--- src/rtl/uart_pkg.sv ---
// Shared UART receiver definitions: FSM state encoding, parity constants,
// minimum prescale and the 3-sample majority helper.
package uart_pkg;

  typedef enum logic [2:0] {
    ST_IDLE   = 3'd0,
    ST_START  = 3'd1,
    ST_DATA   = 3'd2,
    ST_PARITY = 3'd3,
    ST_STOP   = 3'd4
  } rx_state_e;

  localparam logic PAR_EVEN     = 1'b0;
  localparam logic PAR_ODD      = 1'b1;
  localparam int   MIN_PRESCALE = 8;

  function automatic logic maj3(input logic a, input logic b, input logic c);
    return (a & b) | (a & c) | (b & c);
  endfunction

endpackage

--- src/rtl/uart_rx_sampler.sv ---
// Per-bit edge counter and 3-sample majority vote for the UART receiver.
// vote_vld pulses on the third sample cycle; vote is the majority of the
// two registered samples and the current line value.
module uart_rx_sampler
  import uart_pkg::*;
#(
  parameter int PRESCALE_WIDTH = 6
) (
  input  logic                      CLK,
  input  logic                      RST,
  input  logic                      en,
  input  logic [PRESCALE_WIDTH-1:0] prescale,
  input  logic                      line,
  output logic                      vote,
  output logic                      vote_vld
);

  localparam int PW = PRESCALE_WIDTH;

  logic [PW-1:0] cnt;
  logic [PW-1:0] half;
  logic          samp_a;
  logic          samp_b;

  assign half     = prescale >> 1;
  assign vote_vld = en && (cnt == half + PW'(1));
  assign vote     = maj3(samp_a, samp_b, line);

  // Edge counter wraps every prescale cycles; first two samples are held.
  always_ff @(posedge CLK) begin
    if (!RST) begin
      cnt    <= '0;
      samp_a <= 1'b1;
      samp_b <= 1'b1;
    end else if (!en) begin
      cnt <= '0;
    end else begin
      cnt <= (cnt == prescale - PW'(1)) ? '0 : cnt + PW'(1);
      if (cnt == half - PW'(1)) samp_a <= line;
      if (cnt == half)          samp_b <= line;
    end
  end

endmodule

--- src/rtl/uart_rx_ext.sv ---
// UART receiver with parity, 1/2 stop bits, valid/ready output register
// and overrun reporting. Optional break detection under the macro
// UART_RX_BREAK_DET_EN (adds the brk port).
module uart_rx_ext
  import uart_pkg::*;
#(
  parameter int DATA_WIDTH     = 8,
  parameter int PRESCALE_WIDTH = 6
) (
  input  logic                      CLK,
  input  logic                      RST,
  input  logic                      RX_IN,
  input  logic [PRESCALE_WIDTH-1:0] prescale,
  input  logic                      PAR_EN,
  input  logic                      PAR_TYP,
  input  logic                      STP_2,
  output logic [DATA_WIDTH-1:0]     P_data,
  output logic                      data_valid,
  input  logic                      data_ready,
  output logic                      par_err,
  output logic                      frm_err,
  output logic                      overrun
`ifdef UART_RX_BREAK_DET_EN
  ,
  output logic                      brk
`endif
);

  localparam int BW = $clog2(DATA_WIDTH);

  logic                      rx_s1, rx_s2, rx_prev;
  logic [1:0]                sync_ok;
  rx_state_e                 state;
  logic [BW-1:0]             bit_idx;
  logic [DATA_WIDTH-1:0]     shreg;
  logic [PRESCALE_WIDTH-1:0] prescale_q;
  logic                      par_en_q, par_typ_q, stp2_q, par_bit_q, stop_any0;
  logic                      vote, vote_vld;
  logic                      fall, last_stop, par_now, frm_now, idle_ok;

  uart_rx_sampler #(.PRESCALE_WIDTH(PRESCALE_WIDTH)) u_sampler (
    .CLK      (CLK),
    .RST      (RST),
    .en       (state != ST_IDLE),
    .prescale (prescale_q),
    .line     (rx_s2),
    .vote     (vote),
    .vote_vld (vote_vld)
  );

  // rx_prev only tracks real line samples, so the synchroniser's reset
  // value can never fake a high-then-low edge after reset.
  assign fall      = rx_prev & ~rx_s2;
  assign last_stop = !stp2_q || (bit_idx == BW'(1));
  assign par_now   = par_en_q && ((^shreg ^ par_typ_q) != par_bit_q);
  assign frm_now   = stop_any0 | ~vote;

`ifdef UART_RX_BREAK_DET_EN
  logic stop_any1, wait_high, is_brk;
  assign is_brk  = (shreg == '0) && !(par_en_q && par_bit_q) && !(stop_any1 | vote);
  assign idle_ok = !wait_high;
`else
  assign idle_ok = 1'b1;
`endif

  // Synchroniser, frame FSM and output register. Each bit is consumed at
  // its vote, so the final stop bit releases the FSM mid-bit.
  always_ff @(posedge CLK) begin
    if (!RST) begin
      rx_s1      <= 1'b1;
      rx_s2      <= 1'b1;
      rx_prev    <= 1'b0;
      sync_ok    <= 2'b00;
      state      <= ST_IDLE;
      bit_idx    <= '0;
      shreg      <= '0;
      prescale_q <= PRESCALE_WIDTH'(MIN_PRESCALE);
      par_en_q   <= 1'b0;
      par_typ_q  <= PAR_EVEN;
      stp2_q     <= 1'b0;
      par_bit_q  <= 1'b0;
      stop_any0  <= 1'b0;
      P_data     <= '0;
      data_valid <= 1'b0;
      par_err    <= 1'b0;
      frm_err    <= 1'b0;
      overrun    <= 1'b0;
`ifdef UART_RX_BREAK_DET_EN
      brk        <= 1'b0;
      stop_any1  <= 1'b0;
      wait_high  <= 1'b0;
`endif
    end else begin
      rx_s1   <= RX_IN;
      rx_s2   <= rx_s1;
      sync_ok <= {sync_ok[0], 1'b1};
      rx_prev <= rx_s2 & sync_ok[1];
      overrun <= 1'b0;
`ifdef UART_RX_BREAK_DET_EN
      brk     <= 1'b0;
`endif
      if (data_valid && data_ready) data_valid <= 1'b0;

      case (state)
        ST_IDLE: begin
`ifdef UART_RX_BREAK_DET_EN
          if (rx_s2) wait_high <= 1'b0;
`endif
          if (fall && idle_ok) begin
            state      <= ST_START;
            prescale_q <= prescale;
            par_en_q   <= PAR_EN;
            par_typ_q  <= PAR_TYP;
            stp2_q     <= STP_2;
            bit_idx    <= '0;
            par_bit_q  <= 1'b0;
            stop_any0  <= 1'b0;
`ifdef UART_RX_BREAK_DET_EN
            stop_any1  <= 1'b0;
`endif
          end
        end
        ST_START: if (vote_vld) state <= vote ? ST_IDLE : ST_DATA;
        ST_DATA: if (vote_vld) begin
          shreg <= {vote, shreg[DATA_WIDTH-1:1]};
          if (bit_idx == BW'(DATA_WIDTH - 1)) begin
            bit_idx <= '0;
            state   <= par_en_q ? ST_PARITY : ST_STOP;
          end else begin
            bit_idx <= bit_idx + BW'(1);
          end
        end
        ST_PARITY: if (vote_vld) begin
          par_bit_q <= vote;
          state     <= ST_STOP;
        end
        ST_STOP: if (vote_vld) begin
          stop_any0 <= frm_now;
`ifdef UART_RX_BREAK_DET_EN
          stop_any1 <= stop_any1 | vote;
`endif
          if (!last_stop) begin
            bit_idx <= BW'(1);
          end else begin
            state <= ST_IDLE;
`ifdef UART_RX_BREAK_DET_EN
            if (is_brk) begin
              brk       <= 1'b1;
              wait_high <= 1'b1;
            end else
`endif
            if (!data_valid || data_ready) begin
              P_data     <= shreg;
              par_err    <= par_now;
              frm_err    <= frm_now;
              data_valid <= 1'b1;
            end else begin
              overrun <= 1'b1;
            end
          end
        end
        default: state <= ST_IDLE;
      endcase
    end
  end

endmodule

--- config.mk ---
export PLATFORM = sky130hd
export DESIGN_NAME = uart_rx_ext
export DESIGN_NICKNAME = d
export VERILOG_FILES = /design/src/rtl/uart_pkg.sv /design/src/rtl/uart_rx_sampler.sv /design/src/rtl/uart_rx_ext.sv
export SDC_FILE = /design/constraint.sdc
export NUM_CORES = 1
export LEC_CHECK = 0
export ABC_AREA = 1
export CAP_MARGIN = 20
export CORE_MARGIN = 3
export CORE_UTILIZATION = 45
export CTS_BUF_LIST = sky130_fd_sc_hd__clkbuf_16
export CTS_CLUSTER_SIZE = 28
export DETAILED_ROUTE_END_ITERATION = 8
export PLACE_DENSITY_LB_ADDON = 0.12
export SYNTH_ARGS = -nofsm -noshare
export SYNTH_HDL_FRONTEND = slang
export SYNTH_SLANG_ARGS = --single-unit
--- constraint.sdc ---
create_clock -name CLK -period 2.17 [get_ports CLK]
set_input_delay 0.434 -clock CLK [delete_from_list [all_inputs] [get_ports CLK]]
set_output_delay 0.434 -clock CLK [all_outputs]
set_load 0.02 [all_outputs]
* Word level (Yosys, flattened, before mapping)
Index checks and enable logic that the tools add are counted.
Operators by class: $add $sub $neg 5, multiply operators 0, divide/modulo/power cells 0, magnitude comparators 0, equal/unequal tests 19, shift operators 0, muxes and demuxes 28, bitwise gates (word level) 13, reductions and logical operators 24
Operators with widths (count):
- 2-to-1 mux 3 bit | 13
- equality test 6 bit | 3
- one-hot mux 3 bit (5 select lines) | 1
- 2-to-1 mux 1 bit | 10
- one-hot mux 3 bit (3 select lines) | 1
- inequality test 2 x 1 -> 1 bit, second input constant | 4
- inequality test 2 bit, second input constant | 4
- AND reduction 2 bit | 4
- AND reduction 4 bit | 2
- XOR reduction 8 bit | 1
- AND reduction 7 bit | 1
- adder 5 x 1 -> 6 bit, second input constant | 1
- adder 6 x 1 -> 6 bit, second input constant | 1
- equality test 3 x 1 -> 1 bit, second input constant | 2
- equality test 3 x 2 -> 1 bit, second input constant | 2
- equality test 3 bit, second input constant | 2
- equality test 6 x 5 -> 1 bit | 1
- AND reduction 3 bit | 2
- nonzero test 3 bit | 2
- subtractor 5 x 1 -> 6 bit, second input constant | 1
- subtractor 6 x 1 -> 6 bit, second input constant | 1
- bitwise AND 1 bit | 5
- AND reduction 5 bit | 1
- NOT 1 bit | 4
- 12 further kinds | 20
Storage, ports and cells: register bits 50, bits in latches 0, RAM bits 0, ROM bits 0, bits of input ports 13, word-level logic and storage cells 111, memories kept 0

* Logic depth before layout (Yosys ltp)
Gate-level depths: netlist of the first run.
depth after elaboration 7, gate-level depth with buffers 13, gate-level depth less buffers 13

* Modules after synthesis
From an unflattened synthesis of the first run, not the netlist that was laid out.
Second synthesis, totals: cell total of the unflattened synthesis 398, area total of the unflattened synthesis 2715.1 um^2
Modules (own cells, without submodules):
- uart_rx_ext | instances 1, cells an instance 241, area an instance 1836.8 um^2, seq. area each 840.8 um^2
- uart_rx_sampler | instances 1, cells an instance 157, area an instance 878.3 um^2, seq. area each 160.2 um^2

* Worst setup path after synthesis of the first run
Ideal clock, no wire load.
kind reg2reg, start point reg prescale_q[2], end point reg shreg[1], library setup time 0.132 ns, arrival time 1.729 ns, path slack 0.309 ns, stages on the path, launching flop included 13, clock period less this slack 1.861 ns, path through dfxtp_1 -> inv_1 -> ha_1 -> inv_1 -> nand2_1 -> nand2_1 -> nand3_1 -> nor2_2 -> nand3_4 -> inv_2 -> nand2_1 -> nand2_1 -> a21oi_1
Between the ends: word-level cells in the longest chain between the ends 4
RTL lines:
- start, declared | RTL line uart_rx_ext.sv:36 | logic [PRESCALE_WIDTH-1:0] prescale_q;
- start signal, assigned | RTL line uart_rx_ext.sv:77 | prescale_q <= PRESCALE_WIDTH'(MIN_PRESCALE);
- start signal, assigned | RTL line uart_rx_ext.sv:111 | prescale_q <= prescale;
- adder 5 x 1 -> 6 bit | RTL line uart_rx_sampler.sv:26 | assign vote_vld = en && (cnt == half + PW'(1));
- equality test 6 bit | RTL line uart_rx_sampler.sv:26
- logical AND 1 bit | RTL line uart_rx_sampler.sv:26
- AND reduction 2 bit (no line)
- end signal, assigned | RTL line uart_rx_ext.sv:125 | shreg <= {vote, shreg[DATA_WIDTH-1:1]};
- end, declared | RTL line uart_rx_ext.sv:35 | logic [DATA_WIDTH-1:0] shreg;
No other way between the ends. A chain may end at the register's enable or synchronous reset.

* Worst setup path in the final report of the first run
start point reg prescale_q[1], end point reg par_err
Between the ends: word-level cells in the longest chain between the ends 4
RTL lines:
- adder 5 x 1 -> 6 bit | RTL line uart_rx_sampler.sv:26
- equality test 6 bit | RTL line uart_rx_sampler.sv:26
- logical AND 1 bit | RTL line uart_rx_sampler.sv:26
- AND reduction 4 bit (no line)
- end signal, assigned | RTL line uart_rx_ext.sv:154 | par_err <= par_now;
- end, declared | RTL line uart_rx_ext.sv:20 | output logic par_err,
No other way between the ends.

==> results of run 1 <==
-- metrics by stage --
| step | total power (W) | hold slack, ns | instances |
|---|---|---|---|
| after global placement | 0.001650 | 0.3937 | 451 |
| after global routing | 0.002590 | 0.4327 | 460 |
| after floorplan | 0.001503 | 0.3905 | 357 |
| after detailed placement | 0.001643 | 0.3999 | 451 |
| after CTS | 0.002443 | 0.4164 | 459 |
| final | 0.002446 | 0.4135 | 460 |
-- timing repair --
item,CTS,global route
hold endpoints to repair,0,0
gates resized for setup,0,8
setup buffers,0,1
endpoints found under the setup margin,0,26
-- worst register-to-register path, cell delays in order (launching register included) --
cell     delay [ns]
dfxtp_2        0.37
inv_2          0.08
ha_1           0.31
inv_1          0.06
nand2_1        0.04
nand2_1        0.07
nand3_1        0.09
nor2_2         0.16
nand3_4        0.17
nor3_4         0.23
buf_12         0.15
o21ai_1        0.06
nor2_1         0.10
-- registers in the layout, summed over array words and instances, names as in the netlist, 2 cells and up --
name,cells
prescale_q,6
shreg,8
state,3
sync_ok,2
u_sampler.cnt,6
bit_idx,3
P_data,8
-- cell families after synthesis --
| logic type | synth area share, % |
|---|---|
| and+or+nand+nor | 30.68 |
| AOI/OAI and AO/OA | 10.94 |
| DFF | 38.89 |
| buffers and inverters | 6.465 |
| xor gates and xnor gates | 9.140 |
| adders and majority gates | 3.889 |
-- worst max path at each step --
stage	to
global placement	P_data[5]
CTS	P_data[6]
global route	P_data[3]
finish	par_err
floorplan	shreg[1]
detailed placement	P_data[6]
-- final cells by class --
class / count / area (sq um)
Clock inverter: 3 / 26.28
Tap cell: 70 / 87.58
Clock buffer: 5 / 125.1
Timing Repair Buffer: 32 / 312.8
Sequential cell: 50 / 1002
Inverter: 35 / 131.4
Fill cell: 506 / 2196
Multi-Input combinational cell: 265 / 1421
-- metal layers --
layer  share of wire [%]  vias to the layer above
li1                    -                     1218
met1                  52                      999
met2                  41                       58
met3                 6.3                        8
met4                 1.5                        0
met5                   0                        -
-- report_power, final --
part / internal (W) / total (W) / switching [W]
Combinational: 0.000205 / 0.000624 / 0.000419
Sequential: 0.000966 / 0.00102 / 0.0000507
Clock: 0.000438 / 0.000805 / 0.000367
-- layout by cell type, fill, tap and decap left out --
cell type / Yosys / layout
xor2_1: 10 / 10
xnor2_1: 15 / 15
dfxtp_2: 0 / 1
nor3_4: 1 / 1
a2111oi_0: 1 / 1
a21oi_1: 21 / 21
nand3_4: 1 / 1
clkdlybuf4s50_1: 0 / 24
o21ai_1: 2 / 2
nand2_2: 3 / 7
ha_1: 8 / 8
o211ai_1: 1 / 1
a22oi_1: 1 / 1
clkinv_4: 0 / 1
buf_12: 0 / 1
nor2_2: 4 / 6
inv_1: 30 / 29
o21a_1: 2 / 2
inv_6: 0 / 2
o21ai_0: 24 / 24
xor2_2: 1 / 1
nand3_1: 25 / 25
dfxtp_1: 50 / 49
buf_4: 0 / 7
or2_2: 3 / 3
clkinv_1: 1 / 1
nand3_2: 1 / 1
nor2_1: 51 / 49
nor3_1: 13 / 13
nand2_1: 70 / 66
inv_2: 4 / 5
o31ai_1: 1 / 1
nor3b_1: 1 / 1
clkbuf_16: 0 / 5
nand4_1: 5 / 5
==> flow_metrics.env, run 1 <==
export IMPL_io_pins=25
export IMPL_start_kind="flip-flop"
export IMPL_avgViaCountPerCell=4.963
export IMPL_pre_cts_ws_ns=0.1102
export IMPL_grt_antenna_before_repair=0
export IMPL_yosysTopAreaCell="dfxtp_1"
export IMPL_cp_required_ns=2.40
export IMPL_crit_chain="inv_2 > ha_1 > inv_1 > nand2_1 > nand2_1 > nand3_1 > nor2_2 > nand3_4 > nor3_4 > buf_12 > o21ai_1 > nor2_1"
export IMPL_worst_r2r_setup_slack_ns=0.24
export IMPL_setup_slack_ns=0.2394
export IMPL_clock_path_buffers=2
export IMPL_cp_arrival_ns=2.16
export IMPL_dieWidth_um=81.63
export IMPL_drive_gt1_share_pct=10.77
export IMPL_dp_hpwl_um=4025
export IMPL_clkLatencyLatePin_ns=0.29
export IMPL_grt_first_pass_wirelength_um=9439
export IMPL_clock_root_buffer="clkbuf_16"
export IMPL_min_delay_start="rx_s1"
export IMPL_synth_cell_types=31
export IMPL_relSlewSlack_pct=49.25
export IMPL_dpl_cell_area_sq_um=2919
export IMPL_grt_use_met2_pct=26.14
export IMPL_synth_common_cells="nand2_1, nor2_1, dfxtp_1, inv_1, nand3_1"
export IMPL_layout_min_cycle_time_ns=1.931
export IMPL_max_stage_delay_ns=0.37
export IMPL_initial_core_util_pct=48.54
export IMPL_cts_made_buffers=5
export IMPL_worstPathMaxFanout=10
export IMPL_crit_buf_inv=3
export IMPL_fin_nets=410
export IMPL_firstDrtPassIters=4
export IMPL_totalWireLength_um=5465
export IMPL_synth_top_area_share_pct=38.89
export IMPL_finalCritPeriodShare_pct=88.97
export IMPL_ys_seq_area_share_pct=38.89
export IMPL_synthToLayoutAreaGrowth_pct=20.71
export IMPL_netlist_top_cells_area="dfxtp_1, nand2_1, nor2_1"
export IMPL_max_cap_viol_count=0
export IMPL_synth_area_per_cell_sq_um=7.209
export IMPL_rows=26
export IMPL_vdd_ir_drop_max_uv=522.4
export IMPL_crit_type="reg2reg"
export IMPL_hold_violations=0
export IMPL_h_tree_depth=2
export IMPL_grt_pass1_vias=2047
export IMPL_clk_pin_slew_ns=0.08
export IMPL_setup_viol=0
export IMPL_clock_fmax_mhz=518.0
export IMPL_port_buffers=24
export IMPL_fin_area_sq_um=3107
export IMPL_crit_top_cell="nand2_1"
export IMPL_cp_end_kind="flip-flop"
export IMPL_ys_flop_type="dfxtp_1"
export IMPL_vias=2283
export IMPL_outcome="finished clean"
export IMPL_dieArea_sq_um=6663
export IMPL_worstSetupStartpoint="prescale_q[1]"
export IMPL_grt_max_degree=20
export IMPL_drtIter0Drc=133
export IMPL_timing_rr_start="prescale_q[1]"
export IMPL_ys_warn_count=0
export IMPL_hold_class="reg2reg"
export IMPL_grtUsageMet1_pct=27.09
export IMPL_antenna_left=0
export IMPL_fin_tns_setup_ns=0
export IMPL_track_usage_pct=18.40
export IMPL_worstRegToRegCells=12
export IMPL_synth_most_common_cell="nand2_1"
export IMPL_maxSlewViolCount=0
export IMPL_wl_per_cell_um=11.88
export IMPL_synth_edff_count=0
export IMPL_min_path_cells=1
export IMPL_netlist_instances=357
export IMPL_utilization_pct=58.59
export IMPL_power_density_nw_per_um2=787.5
export IMPL_cpMaxStageDelayCell="dfxtp_2"
export IMPL_synthesis_area_sq_um=2574
export IMPL_async_flop_share_pct=0
export IMPL_r2r_end="par_err"
export IMPL_skew_ns=0.008124
export IMPL_crit_cells=12
export IMPL_overflow=0
export IMPL_tightest_slew_ns=0.7421
export IMPL_antenna_cells=0
export IMPL_core_area_sq_um=5303
export IMPL_drc=0
export IMPL_rsz0062_at_grt="false"
export IMPL_synth_seq_cells=50
export IMPL_die_h_um=81.63
export IMPL_p_leak_nw=1.216
export IMPL_cts_hold_buf=0
export IMPL_holdPathEnd="rx_s2"
export IMPL_busiest_layer="met1"
export IMPL_gp_congestion=0.7915
export IMPL_crit_family="simple AND/OR/NAND/NOR gates"
export IMPL_cts_sinks=50
export IMPL_postSynthNetCount=378
export IMPL_grt_util_met3_pct=4.167
export IMPL_cts_tree="done"
(Power assumes the default switching activity.)
==> inputs of run 2 (changes only) <==
--- a/config.mk
+++ b/config.mk
@@ -7,6 +7,7 @@
 export LEC_CHECK = 0
 export ABC_AREA = 1
 export CAP_MARGIN = 20
+export CORE_ASPECT_RATIO = 2
 export CORE_MARGIN = 3
 export CORE_UTILIZATION = 45
 export CTS_BUF_LIST = sky130_fd_sc_hd__clkbuf_16
==> flow_metrics.env, run 2 (synthesized netlist as in run 1, its figures left out) <==
export IMPL_clkLatencyLatePin_ns=0.29
export IMPL_clock_path_buffers=2
export IMPL_p_seq_share_pct=41.9
export IMPL_avgViaCountPerCell=5.154
export IMPL_endpoint="shreg[1]"
export IMPL_setup_viol=0
export IMPL_p_int_w=0.001605
export IMPL_vias=2345
export IMPL_p_leak_nw=1.233
export IMPL_totalWireLength_um=6374
export IMPL_rows=38
export IMPL_crit_family="simple AND/OR/NAND/NOR gates"
export IMPL_skew_ns=0.006397
export IMPL_p_comb_share_pct=27.4
export IMPL_cts_hold_buf=0
export IMPL_overflow=0
export IMPL_cpMaxStageDelayCell="dfxtp_1"
export IMPL_core_area_sq_um=5468
export IMPL_clk_pin_slew_ns=0.07
export IMPL_wl_per_cell_um=14.01
export IMPL_relSlewSlack_pct=69.77
export IMPL_crit_buf_inv=5
export IMPL_finalCritPeriodShare_pct=90.54
export IMPL_cts_tree="done"
export IMPL_dpl_cell_area_sq_um=2929
export IMPL_final_cell_mix="nand2_1, dfxtp_1, nor2_1"
export IMPL_layout_cells_non_filler=455
export IMPL_p_switching_w=0.0008271
export IMPL_drive_gt1_share_pct=11.14
export IMPL_grt_first_pass_wirelength_um=10380
export IMPL_fin_area_sq_um=3139
export IMPL_p_clk_share_pct=30.7
export IMPL_cts_made_buffers=5
export IMPL_cts_sinks=50
export IMPL_tightest_slew_ns=0.4499
export IMPL_p_sw_share_pct=34.00
export IMPL_fin_nets=415
export IMPL_timing_rr_start="prescale_q[2]"
export IMPL_dp_cells=444
export IMPL_grt_pass1_vias=2250
export IMPL_dieWidth_um=59.48
export IMPL_port_buffers=24
export IMPL_cp_arrival_ns=2.18
export IMPL_max_cap_viol_count=0
export IMPL_dp_hpwl_um=4956
export IMPL_clock_fmax_mhz=509.0
export IMPL_cp_end_kind="flip-flop"
export IMPL_layout_min_cycle_time_ns=1.965
export IMPL_clock_root_buffer="clkbuf_16"
export IMPL_r2r_end="shreg[1]"
export IMPL_drc=0
export IMPL_worstSetupStartpoint="prescale_q[2]"
export IMPL_max_stage_delay_ns=0.34
export IMPL_grt_max_degree=21
export IMPL_layout_commonest_cell="nand2_1"
export IMPL_worstPathMaxFanout=6
export IMPL_dieArea_sq_um=6718
export IMPL_fin_tns_setup_ns=0
export IMPL_start_kind="flip-flop"
export IMPL_antenna_left=0
export IMPL_crit_chain="buf_4 > ha_1 > nand3_1 > clkinv_1 > nand2_1 > nand2_1 > inv_1 > nor2_4 > nand3_4 > inv_2 > buf_4 > nand3_1 > a21oi_1"
export IMPL_grt_antenna_before_repair=0
export IMPL_initial_core_util_pct=47.07
export IMPL_cp_required_ns=2.39
export IMPL_vdd_ir_drop_max_uv=722.5
export IMPL_io_pins=25
export IMPL_track_usage_pct=20.69
export IMPL_outcome="finished clean"
export IMPL_antenna_cells=0
export IMPL_worst_r2r_setup_slack_ns=0.21
export IMPL_die_h_um=113.0
export IMPL_drtIter0Drc=82
export IMPL_h_tree_depth=2
export IMPL_crit_cells=13
export IMPL_gp_congestion=0.9654
export IMPL_synthToLayoutAreaGrowth_pct=21.97
export IMPL_top_regs="P_data (8), shreg (8)"
export IMPL_maxSlewViolCount=0
export IMPL_hold_class="reg2reg"
export IMPL_hold_violations=0
export IMPL_crit_type="reg2reg"
export IMPL_power_density_nw_per_um2=774.9
export IMPL_firstDrtPassIters=4
export IMPL_rsz0062_at_grt="false"
export IMPL_worstRegToRegCells=13
[run 2: cell count changes in the layout (fill, tap and decap cells not counted), sizes merged]
cell / previous run / this run
buf: 8 / 11
clkinv: 2 / 3
inv: 36 / 35
nand2: 73 / 74
nand3: 27 / 28
[run 2: layout make-up]
type | instances | area [sq um]
tap | 60 | 75.07
fill | 536 | 2328
inverter | 35 | 131.4
multi-input combinational | 267 | 1458
timing repair buffer | 35 | 335.3
clock buffer | 5 | 125.1
clock inverter | 3 | 12.51
sequential | 50 | 1002
[run 2: metal layers]
layer / vias to the layer above / part of all wire, % / GRT usage [%]
met4: 0 / 4.9 / 13.31
met2: 43 / 57 / 37.98
met1: 1053 / 36 / 19.74
met5: - / 0 / 0
li1: 1228 / - / -
met3: 21 / 2.4 / 3.539
[run 2: power by group through the flow]
| stage | clock network (W) | registers, W | logic [W] |
|---|---|---|---|
| final | 0.000747 | 0.00102 | 0.000666 |
| after global routing | 0.000809 | 0.00103 | 0.000767 |
| after CTS | 0.000763 | 0.00102 | 0.000653 |
| after detailed placement | 0 | 0.00104 | 0.000650 |
| after global placement | 0 | 0.00104 | 0.000638 |
| after floorplan | 0 | 0.00103 | 0.000477 |
[run 2: repair_timing]
action / 4_1_cts / 5_1_grt
endpoints found under the setup margin: 0 / 26
gates resized for setup: 0 / 17
buffers inserted: 0 / 1
hold endpoints to repair: 0 / 0
[run 2: worst min-delay path by stage]
stage	start	end	slack, ns	cells past startpoint
after floorplan	sync_ok[0]	sync_ok[1]	0.39	2
after global placement	sync_ok[0]	sync_ok[1]	0.39	2
after detailed placement	sync_ok[0]	sync_ok[1]	0.40	2
after CTS	sync_ok[0]	sync_ok[1]	0.42	2
after global routing	sync_ok[1]	rx_prev	0.43	2
final	sync_ok[0]	sync_ok[1]	0.41	2
[run 2: metrics by stage]
| stage | total power (W) | utilization [%] | setup slack [ns] | hold WS (ns) |
|---|---|---|---|---|
| after global routing | 0.002602 | 57.41 | 0.02636 | 0.4330 |
| after global placement | 0.001678 | 53.57 | 0.1654 | 0.3946 |
| after floorplan | 0.001503 | - | 0.3086 | 0.3905 |
| final | 0.002433 | 57.41 | 0.2053 | 0.4116 |
| after detailed placement | 0.001690 | 53.57 | 0.09827 | 0.4003 |
| after CTS | 0.002435 | 56.09 | 0.04857 | 0.4163 |
[run 2: worst register-to-register path, cell delays in order (launching register included)]
cell and delay, ns:
dfxtp_1 0.34, buf_4 0.15, ha_1 0.22, nand3_1 0.13, clkinv_1 0.07, nand2_1 0.05
nand2_1 0.06, inv_1 0.06, nor2_4 0.15, nand3_4 0.14, inv_2 0.13, buf_4 0.15
nand3_1 0.07, a21oi_1 0.16
